**config.mk**
```make
export PLATFORM = sky130hd
export DESIGN_NAME = muldiv_unit
export DESIGN_NICKNAME = d
export VERILOG_FILES = /design/src/rtl/mips_pkg.sv /design/src/rtl/muldiv_unit.sv
export SDC_FILE = /design/constraint.sdc
export NUM_CORES = 1
export LEC_CHECK = 0
export BUFFER_PORTS_ARGS = -buffer_cell sky130_fd_sc_hd__buf_2
export CAP_MARGIN = 20
export CORE_AREA = 5 5 289 263
export DETAILED_ROUTE_END_ITERATION = 6
export DIE_AREA = 0 0 294 268
export GPL_ROUTABILITY_DRIVEN = 0
export HOLD_SLACK_MARGIN = 0.08
export PLACE_DENSITY_LB_ADDON = 0.15
export SLEW_MARGIN = 20
export SYNTH_ARGS = -nofsm -noshare
export SYNTH_HDL_FRONTEND = slang
export SYNTH_SLANG_ARGS = --single-unit
```
**constraint.sdc**
```tcl
create_clock -name clk -period 4.66 [get_ports clk]
set_input_delay 0.233 -clock clk [delete_from_list [all_inputs] [get_ports clk]]
set_output_delay 0.233 -clock clk [all_outputs]
set_load 0.01 [all_outputs]
```
**src/rtl/mips_pkg.sv**
```systemverilog
// rtl/mips_pkg.sv - shared MIPS datapath constants for the multiply/divide unit
//
// Purpose: op encodings for MULT/MULTU/DIV/DIVU and the mul/div FSM state type.
// Ports: none (package).

package mips_pkg;

  localparam logic [1:0] OP_MULT  = 2'b00;
  localparam logic [1:0] OP_MULTU = 2'b01;
  localparam logic [1:0] OP_DIV   = 2'b10;
  localparam logic [1:0] OP_DIVU  = 2'b11;

  typedef enum logic [1:0] {
    IDLE = 2'b00,
    RUN  = 2'b01,
    FIX  = 2'b10
  } md_state_t;

endpackage

```
**src/rtl/muldiv_unit.sv**
```systemverilog
// rtl/muldiv_unit.sv - iterative multiply/divide unit holding the HI/LO registers
//
// Purpose: shift-add multiply and restoring divide, one bit per cycle, with a
// final sign-fixup cycle that writes HI/LO. Also services MTHI/MTLO writes.
// Ports:
//   clk, reset        clock, synchronous active-high reset
//   start, op         launch request and op code (MULT/MULTU/DIV/DIVU)
//   srcA, srcB        operands (register-file read ports)
//   hi_we, lo_we      MTHI / MTLO write enables, wdata is the write data
//   busy, done        operation in flight / one-cycle result pulse
//   hi, lo            current HI/LO contents

module muldiv_unit
  import mips_pkg::*;
#(
  parameter int WIDTH = 32
) (
  input  logic             clk,
  input  logic             reset,
  input  logic             start,
  input  logic [1:0]       op,
  input  logic [WIDTH-1:0] srcA,
  input  logic [WIDTH-1:0] srcB,
  input  logic             hi_we,
  input  logic             lo_we,
  input  logic [WIDTH-1:0] wdata,
  output logic             busy,
  output logic             done,
  output logic [WIDTH-1:0] hi,
  output logic [WIDTH-1:0] lo
);

  localparam int CW = $clog2(WIDTH);

  md_state_t        state, next_state;
  logic [CW-1:0]    cnt;
  logic [1:0]       op_r;
  logic             sign_a, sign_b;
  logic [WIDTH-1:0] raw_a;
  logic [WIDTH-1:0] mag_a, mag_b;
  logic [2*WIDTH-1:0] acc;
  logic [WIDTH:0]   rem_r;
  logic [WIDTH-1:0] quo_r;
  logic [WIDTH-1:0] hi_r, lo_r;
  logic             done_r;

  function automatic logic [WIDTH-1:0] neg(input logic [WIDTH-1:0] v);
    return ~v + 1'b1;
  endfunction

  // Operand magnitudes: op[0]=0 marks the signed variants.
  logic             in_signed;
  logic [WIDTH-1:0] abs_a, abs_b;
  assign in_signed = ~op[0];
  assign abs_a = (in_signed && srcA[WIDTH-1]) ? neg(srcA) : srcA;
  assign abs_b = (in_signed && srcB[WIDTH-1]) ? neg(srcB) : srcB;

  // Multiply step: add multiplicand into the upper half when the current
  // multiplier bit (acc[0]) is set, then shift the whole accumulator right.
  logic [WIDTH:0] mul_sum;
  assign mul_sum = {1'b0, acc[2*WIDTH-1:WIDTH]} + (acc[0] ? {1'b0, mag_a} : '0);

  // Divide step: shift the next dividend bit into the partial remainder and
  // subtract the divisor only when it fits (restoring form).
  logic             div_ge;
  logic [WIDTH:0]   div_shift, div_diff;
  assign div_ge    = {rem_r, quo_r[WIDTH-1]} >= {2'b00, mag_b};
  assign div_shift = {rem_r[WIDTH-1:0], quo_r[WIDTH-1]};
  assign div_diff  = div_shift - {1'b0, mag_b};

  // Sign fixup. The 2*WIDTH product negate is done word-wise: low word via
  // neg(), high word inverted plus the carry out of the low word.
  logic             prod_neg, quo_neg, rem_neg, div_zero;
  logic [WIDTH-1:0] prod_lo_n, prod_hi_n;
  logic [WIDTH-1:0] fix_hi, fix_lo;
  assign prod_neg  = ~op_r[0] & (sign_a ^ sign_b);
  assign quo_neg   = ~op_r[0] & (sign_a ^ sign_b);
  assign rem_neg   = ~op_r[0] & sign_a;
  assign div_zero  = (mag_b == '0);
  assign prod_lo_n = neg(acc[WIDTH-1:0]);
  assign prod_hi_n = ~acc[2*WIDTH-1:WIDTH] + WIDTH'(acc[WIDTH-1:0] == '0);

  always_comb begin
    fix_hi = acc[2*WIDTH-1:WIDTH];
    fix_lo = acc[WIDTH-1:0];
    if (op_r[1]) begin
      if (div_zero) begin
        fix_lo = '1;
        fix_hi = raw_a;
      end else begin
        fix_lo = quo_neg ? neg(quo_r) : quo_r;
        fix_hi = rem_neg ? neg(rem_r[WIDTH-1:0]) : rem_r[WIDTH-1:0];
      end
    end else if (prod_neg) begin
      fix_hi = prod_hi_n;
      fix_lo = prod_lo_n;
    end
  end

  always_comb begin
    next_state = state;
    case (state)
      IDLE:    if (start) next_state = RUN;
      RUN:     if (cnt == CW'(WIDTH - 1)) next_state = FIX;
      FIX:     next_state = IDLE;
      default: next_state = IDLE;
    endcase
  end

  always_ff @(posedge clk) begin
    if (reset) state <= IDLE;
    else       state <= next_state;
  end

  always_ff @(posedge clk) begin
    if (reset) begin
      cnt    <= '0;
      op_r   <= '0;
      sign_a <= 1'b0;
      sign_b <= 1'b0;
      raw_a  <= '0;
      mag_a  <= '0;
      mag_b  <= '0;
      acc    <= '0;
      rem_r  <= '0;
      quo_r  <= '0;
      hi_r   <= '0;
      lo_r   <= '0;
      done_r <= 1'b0;
    end else begin
      done_r <= 1'b0;
      case (state)
        IDLE: begin
          if (start) begin
            op_r   <= op;
            sign_a <= srcA[WIDTH-1];
            sign_b <= srcB[WIDTH-1];
            raw_a  <= srcA;
            mag_a  <= abs_a;
            mag_b  <= abs_b;
            acc    <= {{WIDTH{1'b0}}, abs_b};
            rem_r  <= '0;
            quo_r  <= abs_a;
            cnt    <= '0;
          end else begin
            if (hi_we) hi_r <= wdata;
            if (lo_we) lo_r <= wdata;
          end
        end
        RUN: begin
          cnt <= cnt + 1'b1;
          if (op_r[1]) begin
            rem_r <= div_ge ? div_diff : div_shift;
            quo_r <= {quo_r[WIDTH-2:0], div_ge};
          end else begin
            acc <= {mul_sum, acc[WIDTH-1:1]};
          end
        end
        FIX: begin
          hi_r   <= fix_hi;
          lo_r   <= fix_lo;
          done_r <= 1'b1;
          cnt    <= '0;
        end
        default: ;
      endcase
    end
  end

  assign busy = (state != IDLE);
  assign done = done_r;
  assign hi   = hi_r;
  assign lo   = lo_r;

endmodule

```
== Word level (Yosys, flattened, before mapping) ==
Cells that the tools add are included.

* Register bits after elaboration: 301
* Word-level logic and storage cells: 94
* ROM bits: 0
* Input bits: 103
* Output and inout bits: 66
* Latch bits: 0
* Memory bits (writable): 0
* Memories: 0

* Shifts and indexed selects: 0
* Add/subtract/negate cells: 9
* Multiply operators: 0
* Multiplexer cells: 33
* Divide/modulo/power cells: 0
* Bitwise gates (word level): 11
* Reduce and logical (&&, ||, !) cells: 16
* $lt $le $gt $ge: 1
* Eq/ne operators: 10

{| class="wikitable"
|+ Operator list
! kind !! number
|-
| $mux W32 || 17
|-
| $not A32 Y32 || 6
|-
| $pmux W32 S2 || 3
|-
| $add A32 B1 Y32 const B || 5
|-
| $mux W64 || 2
|-
| $pmux W64 S2 || 1
|-
| $mux W33 || 3
|-
| $pmux W33 S2 || 1
|-
| $logic_not A32 Y1 || 2
|-
| $ge A34 B32 Y1 || 1
|-
| $add A32 B32 Y33 || 1
|-
| $sub A33 B32 Y33 || 1
|-
| $add A32 B1 Y32 || 1
|-
| $pmux W5 S3 || 1
|-
| $ne A2 B2 Y1 const B || 7
|-
| $reduce_and A3 Y1 || 4
|-
| $reduce_and A2 Y1 || 3
|-
| $reduce_bool A2 Y1 || 3
|-
| $add A5 B1 Y5 const B || 1
|-
| $eq A5 B5 Y1 const B || 1
|-
| $mux W5 || 1
|-
| $mux W2 || 2
|-
| $pmux W2 S2 || 1
|-
| $reduce_bool A3 Y1 || 1
|-
| other kinds (8) || 11
|}

== Logic depth before layout (Yosys ltp) ==
Gate-level depths: netlist of run 1.

* Depth in word-level cells: 6
* Mapped depth: 18
* Gate-level depth less buffers: 16

== Least setup slack after synthesis of run 1 ==
No wires, ideal clock.

* Path type: reg-to-reg
* From: register acc[15]
* To: register hi_r[27], in the netlist hi[27]
* Library setup time: 0.132 ns
* Period minus slack after synthesis: 3.896 ns
* Arrival time: 3.763 ns
* Buffers on the path: 2
* Cell stages (with the launch flop): 15
* Path slack: 0.764 ns
* Data required time: 4.528 ns
* Path through: dfxtp_1 clkbuf_1 nor4_1 or4b_2 nor2_1 and3b_1 ha_1 or4b_2 nor4_2 and3_1 buf_2 a41oi_1 xor2_1 a211oi_1 nor4_1

* Cells in the longest elaborated chain, start to end: 5

{| class="wikitable"
|+ Ends and longest elaborated chain
! item !! RTL line !! RTL
|-
| start: declaration || muldiv_unit.sv:41 || <nowiki>logic [2*WIDTH-1:0] acc;</nowiki>
|-
| start signal: assignment || muldiv_unit.sv:141 || <nowiki>acc <= {{WIDTH{1'b0}}, abs_b};</nowiki>
|-
| start signal: assignment || muldiv_unit.sv:156 || <nowiki>acc <= {mul_sum, acc[WIDTH-1:1]};</nowiki>
|-
| $logic_not A32 Y1 || muldiv_unit.sv:81 || <nowiki>assign prod_hi_n = ~acc[2*WIDTH-1:WIDTH] + WIDTH'(acc[WIDTH-1:0] == '0);</nowiki>
|-
| $add A32 B1 Y32 || muldiv_unit.sv:81 ||
|-
| $mux W32 || muldiv_unit.sv:94 || <nowiki>end else if (prod_neg) begin</nowiki>
|-
| $mux W32 || muldiv_unit.sv:86 || <nowiki>if (op_r[1]) begin</nowiki>
|-
| $pmux W32 S2 || muldiv_unit.sv:132 || <nowiki>case (state)</nowiki>
|-
| end signal: assignment || muldiv_unit.sv:146 || <nowiki>if (hi_we) hi_r <= wdata;</nowiki>
|-
| end signal: assignment || muldiv_unit.sv:160 || <nowiki>hi_r <= fix_hi;</nowiki>
|-
| end: declaration || muldiv_unit.sv:44 || <nowiki>logic [WIDTH-1:0] hi_r, lo_r;</nowiki>
|}

No other way between the ends.
A chain may end at the register's enable or synchronous reset.

== Final worst setup path of run 1 ==
* From: register acc[16]
* To: register hi_r[27], in the netlist hi[27]

The elaborated chain is that of the path after synthesis.

==> results of run 1 <==
## logic make-up after synthesis
kind of cell	Yosys count
buf+inv	265
simple gates	937
fa+ha+maj	75
mux	27
xor+xnor	227
flops	299
compound gates	861
## registers in the layout (all words and copies together) (netlist names), 2 cells and up
signal  count
lo         32
cnt         5
mag_b      32
rem_r      33
acc        64
quo_r      32
mag_a      31
hi         32
op_r        2
raw_a      31
state       2
## Yosys cell counts, types with 16 or more instances
cell      number  area (sq um)
o31ai_1       30           225
inv_1         74           278
nor4_1        37           231
o221ai_1      22           193
o22ai_1       18           113
or3_1         20           125
o41ai_1       16           140
mux2i_1       24           240
ha_1          73           913
a21oi_1      271          1360
a211oi_1     116           871
dfxtp_1      299          5990
a311oi_1      17           149
xnor2_1      119          1040
nand3_1       40           200
clkbuf_1     165           619
a22oi_1       17           128
xor2_1       108           946
nor3_1        64           320
and2_1        38           238
nor2_1       369          1390
a31oi_1       25           156
nand2_1      244           916
o21ai_0      168           841
nand4_1       18           113
o211ai_1      30           225
a21o_1        31           233
## routing by layer
layer	routed length [um]	vias up
met3	5070	112
met4	2100	2
met5	13	-
li1	-	9975
met2	37000	697
met1	39700	9935
## how the worst min path moves through the flow
stage / startpoint / to / slack (ps)
after detailed placement: mag_a[15] / mag_a[15] / 440
after global routing: srcA[24] / raw_a[24] / 100
after CTS: srcA[24] / raw_a[24] / 90
after global placement: mag_a[15] / mag_a[15] / 440
final: srcB[9] / mag_b[9] / 100
after floorplan: srcA[11] / raw_a[11] / 370
## metrics by stage
stage / area (sq um) / hold slack [ps]
finish: 23800 / 97.8
global route: 23800 / 101
CTS: 23800 / 85.4
detailed placement: 21800 / 442
global placement: 21800 / 438
floorplan: 20100 / 369
## layout by cell type (no fill, tap or decap), types with 9 or more instances in the layout
cell and instances:
a211oi_1 116, a21o_1 31, a21oi_1 270, a22oi_1 17, a311oi_1 17, a31oi_1 25, a32oi_1 12, and2_1 38
and3_1 14, buf_2 167, buf_4 44, clkbuf_16 41, clkbuf_8 10, dfxtp_1 298, dlygate4sd3_1 58, ha_1 73
inv_1 74, mux2i_1 24, nand2_1 243, nand2b_1 12, nand3_1 40, nand4_1 18, nor2_1 362, nor2b_1 11
nor3_1 64, nor3b_1 10, nor4_1 37, o211ai_1 30, o21a_1 11, o21ai_0 168, o221ai_1 22, o22ai_1 18
o31a_1 9, o31ai_1 30, o41ai_1 16, or3_1 20, or4_1 10, xnor2_1 119, xor2_1 108
## power breakdown
part	total [mW]	switching (mW)	internal [mW]
Combinational	1.69	1.08	0.604
Sequential	2.91	0.197	2.72
Clock	3.22	1.25	1.97
Total	7.82	2.53	5.29
## worst max-delay path, stage by stage, from the launching register on
cell and delay [ps]:
dfxtp_1 370, nor4_1 540, or4b_2 700, nor2_1 180
and3b_1 210, ha_1 190, or4b_2 680, nor4_2 180
buf_4 170, and3_1 420, a41oi_1 200, xor2_1 190
a211oi_1 240, nor4_1 90
## repair_timing
action | 4_1_cts | 5_1_grt
hold endpoints to repair | 77 | 0
hold buffers | 58 | 0
buffers inserted | 0 | 0
setup endpoints to repair | 0 | 0
## cell type report
cell class	instances	area, sq um
multi-input combinational	2127	13200
tap	960	1200
clock inverter	13	175
inverter	76	285
timing repair buffer	270	1760
fill	7754	48800
clock buffer	56	1170
sequential	299	5990
==> impl_metrics.yaml, run 1 <==
synthesis:
  synthArstFlopShare: 0
  avgSynthCellArea_sq_um: 7.47
  yosys_warnings: 0
  synthAdderAreaFrac: 0.0474
  synth_top_family_by_area: "compound AO/OA/AOI/OAI gates"
  synthesis.area_sq_um: 20100
  synth_nets: 2869
  syn_inst: 2691
  ys_types: 79
  synth-seq-cells: 299
  synthMuxAreaShare: 0.0136
  synthSimpleGateAreaFrac: 0.219
  synth-xor-area-share: 0.0989
  synth-seq-area-share: 0.298
  synth_edf_count: 0
  synth_compound_area_frac: 0.273
  ys.flop_type: "dfxtp_1"
setup_path:
  r2r_slack_ps: 120
  worstSetupPathType: "reg -> reg"
  crit_arrival_ps: 4950
  critPathLaunch: "acc[16]"
  worst_setup_path_end_kind: "flip-flop"
  r2r_cells: 13
  r2r-start: "acc[16]"
  crit_path_start_kind: "flip-flop"
  reg2reg_to: "hi[27]"
  critical_path.max_fanout: 7
  required_ps: 5070
  endpoint: "hi[27]"
timing:
  fin_skew_ps: 15.5
  fin_crit_sh: 0.975
  worstMarginPinSlew_ps: 1060
  period_needed_ps: 4540
  rsz0062_at_grt: "no"
  hold_viol_final: 0
  setup_ws_ps: 118
  setup_viol: 0
  relSlewSlack: 0.289
  drv_slew: 0
  tns_ps: 0
  fmax_mhz: 220
layout:
  area_delta_synth_final_pct: 18.3
  antenna_cells: 0
  final_layout_size_suffix_gt1_frac: 0.114
  nets: 2991
  utilization: 0.328
  stdcell_count: 3801
global_route:
  overflow: 0
  grtUsageMet2: 0.318
  grt_start_max_net_pins: 82
  antenna_found_initial: 5
  met3_usage: 0.0270
  grt_pass1_vias: 19387
  grt_pass1_wl_mm: 124
  use_met1: 0.295
  grtUsageTotal: 0.203
  top_usage_layer: "met2"
cts:
  ctsResizeCount: 0
  cts.sinks: 299
  clk_pin_slew_ps: 60
  cts_made_buffers: 39
  clock_latency_ps: 570
  root_buffer: "clkbuf_16"
  h-tree-depth: 2
  cts_tree: "built"
  clockBufferDepth: 3
pwr:
  ir_drop_mv: 0.191
  p_total_mw: 7.82
  leakage_nw: 9.38
  powerDensity_nw_per_um2: 329
placed_design:
  dpl.cell_count: 3674
  place.detailed.hpwl_mm: 63.5
  io_buffers: 168
  place_ws_ps: 252
detailed_routing:
  viasPerCell: 5.45
  drt_iter0_markers: 1840
  dr.pass1.iters: 6
  ant_nets: 0
  drt_wl_total_mm: 83.8
  route.detailed.drc: 0
  wl_per_cell_um: 22.1
  vias: 20721
die:
  core_area_sq_um: 72600
  die_h_um: 268
  die_w_um: 294
  start_util: 0.277
  dieArea_sq_um: 78800
  ios: 169
  rows: 94
hold_path:
  hold-path-cell-count: 3
  hold_path.class: "in -> reg"
flow_run:
  max-cap-violations: 0
status:
  status: "completed"
Power figures use the tool's default switching activity.
==> run 2, diff against run 1 <==
==> constraint.sdc (replaced) <==
create_clock -name clk -period 4.3 [get_ports clk]
set_input_delay 0.215 -clock clk [delete_from_list [all_inputs] [get_ports clk]]
set_output_delay 0.215 -clock clk [all_outputs]
set_load 0.01 [all_outputs]
==> impl_metrics.yaml, run 2 (synthesis results as in run 1) <==
die:
  start_util: 0.277
  die_h_um: 268
  core_area_sq_um: 72600
  die_w_um: 294
  dieArea_sq_um: 78800
  ios: 169
  rows: 94
cts:
  h-tree-depth: 2
  clock_latency_ps: 550
  clk_pin_slew_ps: 60
  cts.sinks: 299
  cts_tree: "built"
  clockBufferDepth: 3
  root_buffer: "clkbuf_16"
  cts_made_buffers: 39
global_route:
  antenna_found_initial: 1
  grt_pass1_wl_mm: 125
  grt_pass1_vias: 19714
  grt_start_max_net_pins: 143
  grtUsageTotal: 0.204
  overflow: 0
detailed_routing:
  drt_wl_total_mm: 83.8
  route.detailed.drc: 0
  wl_per_cell_um: 21.9
  drt_iter0_markers: 1888
  viasPerCell: 5.42
  dr.pass1.iters: 5
  vias: 20747
  ant_nets: 0
placed_design:
  place_ws_ps: 120
  dpl.cell_count: 3696
  place.detailed.hpwl_mm: 63.5
  io_buffers: 168
layout:
  final_cell_mix: "nor2_1, dfxtp_1, a21oi_1"
  multi_input_area_sq_um: 13200
  stdcell_count: 3826
  final_common_cell: "nor2_1"
  final_layout_size_suffix_gt1_frac: 0.120
  largest_register: "acc"
  nets: 3017
  top_regs: "acc: 64 flops, rem_r: 33 flops"
  n_fill_cell: 7761
  ff_latch_area_sq_um: 5990
  largest_reg_flops: 64
  area_delta_synth_final_pct: 18.8
hold_path:
  hold_end: "mag_b[9]"
  min_from: "srcB[9]"
  hold-path-cell-count: 3
  hold_path.class: "in -> reg"
flow_run:
  max-cap-violations: 0
timing:
  worstMarginPinSlew_ps: 1100
  setup_ws_ps: 246
  period_needed_ps: 4050
  fmax_mhz: 247
  hold_viol_final: 0
  drv_slew: 0
  fin_skew_ps: 15.3
  tns_ps: 0
  fin_crit_sh: 0.943
  setup_viol: 0
  rsz0062_at_grt: "no"
  relSlewSlack: 0.269
  hold_ws_ps: 103
setup_path:
  r2r-start: "acc[20]"
  cp.buffers_inverters: 2
  reg2reg_to: "hi[21]"
  crit_arrival_ps: 4510
  worst_setup_path_end_kind: "flip-flop"
  cpMaxStageDelayCell: "or4b_2"
  r2r_cells: 14
  critical_path.max_fanout: 6
  max_stage_delay_ps: 670
  required_ps: 4750
  r2r_slack_ps: 250
  crit_chain: "or3_1 -> or4b_2 -> nor2_1 -> and3b_1 -> ha_1 -> or4b_2 -> nor4_2 -> buf_4 -> and3_4 -> buf_4 -> mux2i_1 -> nor3_2 -> nor2_1 -> o32ai_1"
  cp_top_family: "simple AND/OR/NAND/NOR gates"
  crit_path_start_kind: "flip-flop"
  worstSetupPathType: "reg -> reg"
pwr:
  ir_drop_mv: 0.255
  powerDensity_nw_per_um2: 346
  p_total_mw: 8.25
  leakage_nw: 9.45
status:
  status: "completed"
## run 2: cell types whose count changed in the layout (fill, tap and decap cells not counted), moves of 2 or more
cell / previous run / this run
clkbuf_16: 41 / 39
dlygate4sd3_1: 58 / 61
buf_4: 44 / 66
clkbuf_8: 10 / 7
bufinv_16: 4 / 2
clkbuf_1: 6 / 9
clkinv_2: 6 / 8
## run 2: metrics by stage
stage / utilization / cell area [sq um]
global route: 0.329 / 23900
finish: 0.329 / 23900
detailed placement: 0.303 / 22000
floorplan: - / 20100
CTS: 0.329 / 23800
global placement: 0.303 / 22000
## run 2: worst max-delay path by stage
stage | end | cells past startpoint | from | slack, ps
finish | hi[21] | 14 | acc[20] | 250
global route | hi[21] | 14 | acc[20] | 50
CTS | hi[21] | 14 | acc[20] | 80
detailed placement | hi[21] | 14 | acc[20] | 120
global placement | hi[21] | 14 | acc[15] | 180
floorplan | hi[27] | 14 | acc[15] | 400
## run 2: final cells by class
cell class                      instances  area share
Sequential cell                       299       0.251
Tap cell                              960      0.0503
Clock buffer                           54      0.0458
Clock inverter                         13     0.00524
Antenna cell                            1    0.000105
Inverter                               76      0.0119
Timing Repair Buffer                  296      0.0828
Multi-Input combinational cell       2127       0.553
## run 2: report_power, final
group          internal (mW)  switching (mW)
clock                   1.89            1.34
sequential              2.95           0.203
combinational          0.679            1.19
## run 2: repair_timing
action / in CTS / in global routing
setup endpoints to repair: 0 / 12
endpoints found under the hold margin: 76 / 0
buffers inserted: 0 / 1
gates resized for setup: 0 / 5
hold buffers: 61 / 0
## run 2: per-layer routing
| layer | GRT usage | vias to the layer above | part of all wire |
|---|---|---|---|
| met5 | 0 | - | 0 |
| li1 | - | 10015 | - |
| met4 | 0.0505 | 0 | 0.025 |
| met1 | 0.291 | 9947 | 0.47 |
| met3 | 0.0321 | 102 | 0.064 |
| met2 | 0.322 | 683 | 0.44 |
## run 2: worst register-to-register path, delay by kind of cell (launching register included)
| kind | cells | cell delay [ps] |
|---|---|---|
| DFF | 1 | 300 |
| buffers and inverters | 2 | 320 |
| and+or+nand+nor | 9 | 2770 |
| adders and majority gates | 1 | 200 |
| AOI/OAI and AO/OA | 1 | 300 |
| muxes | 1 | 80 |
==> run 3, diff against run 2 <==
--- a/config.mk
+++ b/config.mk
@@ -8,6 +8,7 @@
 export BUFFER_PORTS_ARGS = -buffer_cell sky130_fd_sc_hd__buf_2
 export CAP_MARGIN = 20
 export CORE_AREA = 5 5 289 263
+export CTS_BUF_LIST = sky130_fd_sc_hd__clkbuf_4 sky130_fd_sc_hd__clkbuf_8
 export DETAILED_ROUTE_END_ITERATION = 6
 export DIE_AREA = 0 0 294 268
 export GPL_ROUTABILITY_DRIVEN = 0
==> impl_metrics.yaml, run 3 (synthesis results as in run 1) <==
pwr:
  seqPwrFrac: 0.385
  switching_share: 0.334
  powerDensity_nw_per_um2: 338
  intPower_mw: 5.46
  p_switching_mw: 2.73
  ir_drop_mv: 0.192
  p_comb_frac: 0.231
  leakage_nw: 9.63
  pwr-share-clk: 0.384
setup_path:
  cp.buffers_inverters: 2
  reg2reg_to: "hi[21]"
  crit_path_start_kind: "flip-flop"
  worstSetupPathType: "reg -> reg"
  max_stage_delay_ps: 670
  cpMaxStageDelayCell: "or4b_2"
  r2r_slack_ps: 220
  r2r_cells: 14
  crit_cells: 14
  critPathLaunch: "acc[20]"
  required_ps: 4850
  cp_top_family: "simple AND/OR/NAND/NOR gates"
  worst_setup_path_end_kind: "flip-flop"
  endpoint: "hi[21]"
  crit_chain: "or3_1 -> or4b_2 -> nor2_1 -> and3b_1 -> ha_1 -> or4b_2 -> nor4_2 -> buf_4 -> and3_2 -> buf_4 -> mux2i_1 -> nor3_2 -> nor2_1 -> o32ai_1"
  critical_path.max_fanout: 6
  r2r-start: "acc[20]"
  crit_arrival_ps: 4640
layout:
  final_cell_mix: "nor2_1, dfxtp_1, a21oi_1"
  n_fill_cell: 7740
  ff_latch_area_sq_um: 5990
  top_regs: "acc: 64 flops, rem_r: 33 flops"
  final_common_cell: "nor2_1"
  largest_reg_flops: 64
  area_delta_synth_final_pct: 20.4
  stdcell_count: 3888
  largest_register: "acc"
  nets: 3065
  final_layout_size_suffix_gt1_frac: 0.132
  multi_input_area_sq_um: 13200
timing:
  setup_ws_ps: 217
  drv_slew: 0
  worstMarginPinSlew_ps: 1090
  relSlewSlack: 0.274
  fin_skew_ps: 43.4
  hold_viol_final: 0
  tns_ps: 0
  hold_ws_ps: 136
  fmax_mhz: 245
  period_needed_ps: 4080
  setup_viol: 0
  fin_crit_sh: 0.949
global_route:
  grtUsageTotal: 0.205
  grt_pass1_wl_mm: 126
  antenna_found_initial: 2
  grt_start_max_net_pins: 143
  grt_pass1_vias: 19991
  overflow: 0
detailed_routing:
  dr.pass1.iters: 7
  drt_iter0_markers: 1862
  route.detailed.drc: 0
  ant_nets: 0
  viasPerCell: 5.40
  wl_per_cell_um: 21.7
  vias: 21005
  drt_wl_total_mm: 84.5
flow_run:
  max-cap-violations: 0
die:
  dieArea_sq_um: 78800
  die_h_um: 268
  start_util: 0.277
  die_w_um: 294
  ios: 169
  rows: 94
  core_area_sq_um: 72600
cts:
  clockBufferDepth: 3
  clock_latency_ps: 670
  clk_pin_slew_ps: 60
  root_buffer: "clkbuf_8"
  cts.sinks: 299
  cts_tree: "built"
  h-tree-depth: 2
  cts_made_buffers: 58
placed_design:
  place.detailed.hpwl_mm: 63.5
  io_buffers: 168
  dpl.cell_count: 3696
  place_ws_ps: 120
status:
  status: "completed"
hold_path:
  hold_path.class: "in -> reg"
==> run 3: cell count changes in the layout (fill, tap and decap cells not counted), moves of 2 or more <==
cell / delta
clkbuf_8: +66
clkbuf_4: +16
dlygate4sd3_1: +29
clkinv_2: -2
clkbuf_1: -9
clkbuf_16: -39
==> run 3: worst min-delay path, stage by stage <==
cell      delay, ps
buf_2           120
xor2_1          140
a211oi_1        240
==> run 3: timing repair <==
item	in CTS	in global routing
hold endpoints to repair	156	0
resized for setup	0	4
endpoints found under the setup margin	0	11
setup buffers	0	1
hold buffers	90	0
==> run 3: power by group through the flow <==
stage               clock (mW)  combinational [mW]  sequential [mW]
finish                    3.15                1.89             3.15
global route              3.36                2.07             3.17
CTS                       3.23                1.87             3.15
detailed placement           0                1.80             3.21
global placement             0                1.79             3.20
floorplan                    0                1.19             3.13
==> run 3: how the worst min path moves through the flow <==
stage | from | endpoint | cells after the start
after floorplan | srcA[11] | raw_a[11] | 2
after global placement | mag_a[15] | mag_a[15] | 2
after detailed placement | mag_a[31] | mag_a[31] | 2
after CTS | srcB[30] | mag_b[30] | 5
after global routing | srcB[30] | mag_b[30] | 5
final | srcB[19] | mag_b[19] | 3
==> run 3: area by class of cell <==
type | count | area share
Multi-Input combinational cell | 2127 | 0.546
Antenna cell | 2 | 0.000207
Tap cell | 960 | 0.0496
Sequential cell | 299 | 0.248
Clock buffer | 88 | 0.0459
Clock inverter | 11 | 0.00569
Inverter | 76 | 0.0118
Timing Repair Buffer | 325 | 0.0937
==> run 3: layer usage <==
metal | track usage | wire length, um | vias to the layer above
met2 | 0.324 | 37300 | 692
li1 | - | - | 10121
met5 | 0 | 0 | -
met1 | 0.294 | 39700 | 10070
met4 | 0.0536 | 2130 | 0
met3 | 0.0321 | 5390 | 122
==> run 3: per-stage QoR <==
step	power, mW	area, sq um	utilization
after floorplan	4.32	20100	-
after global placement	4.99	22000	0.303
after detailed placement	5.00	22000	0.303
after CTS	8.25	24200	0.333
after global routing	8.60	24200	0.333
final	8.19	24200	0.333
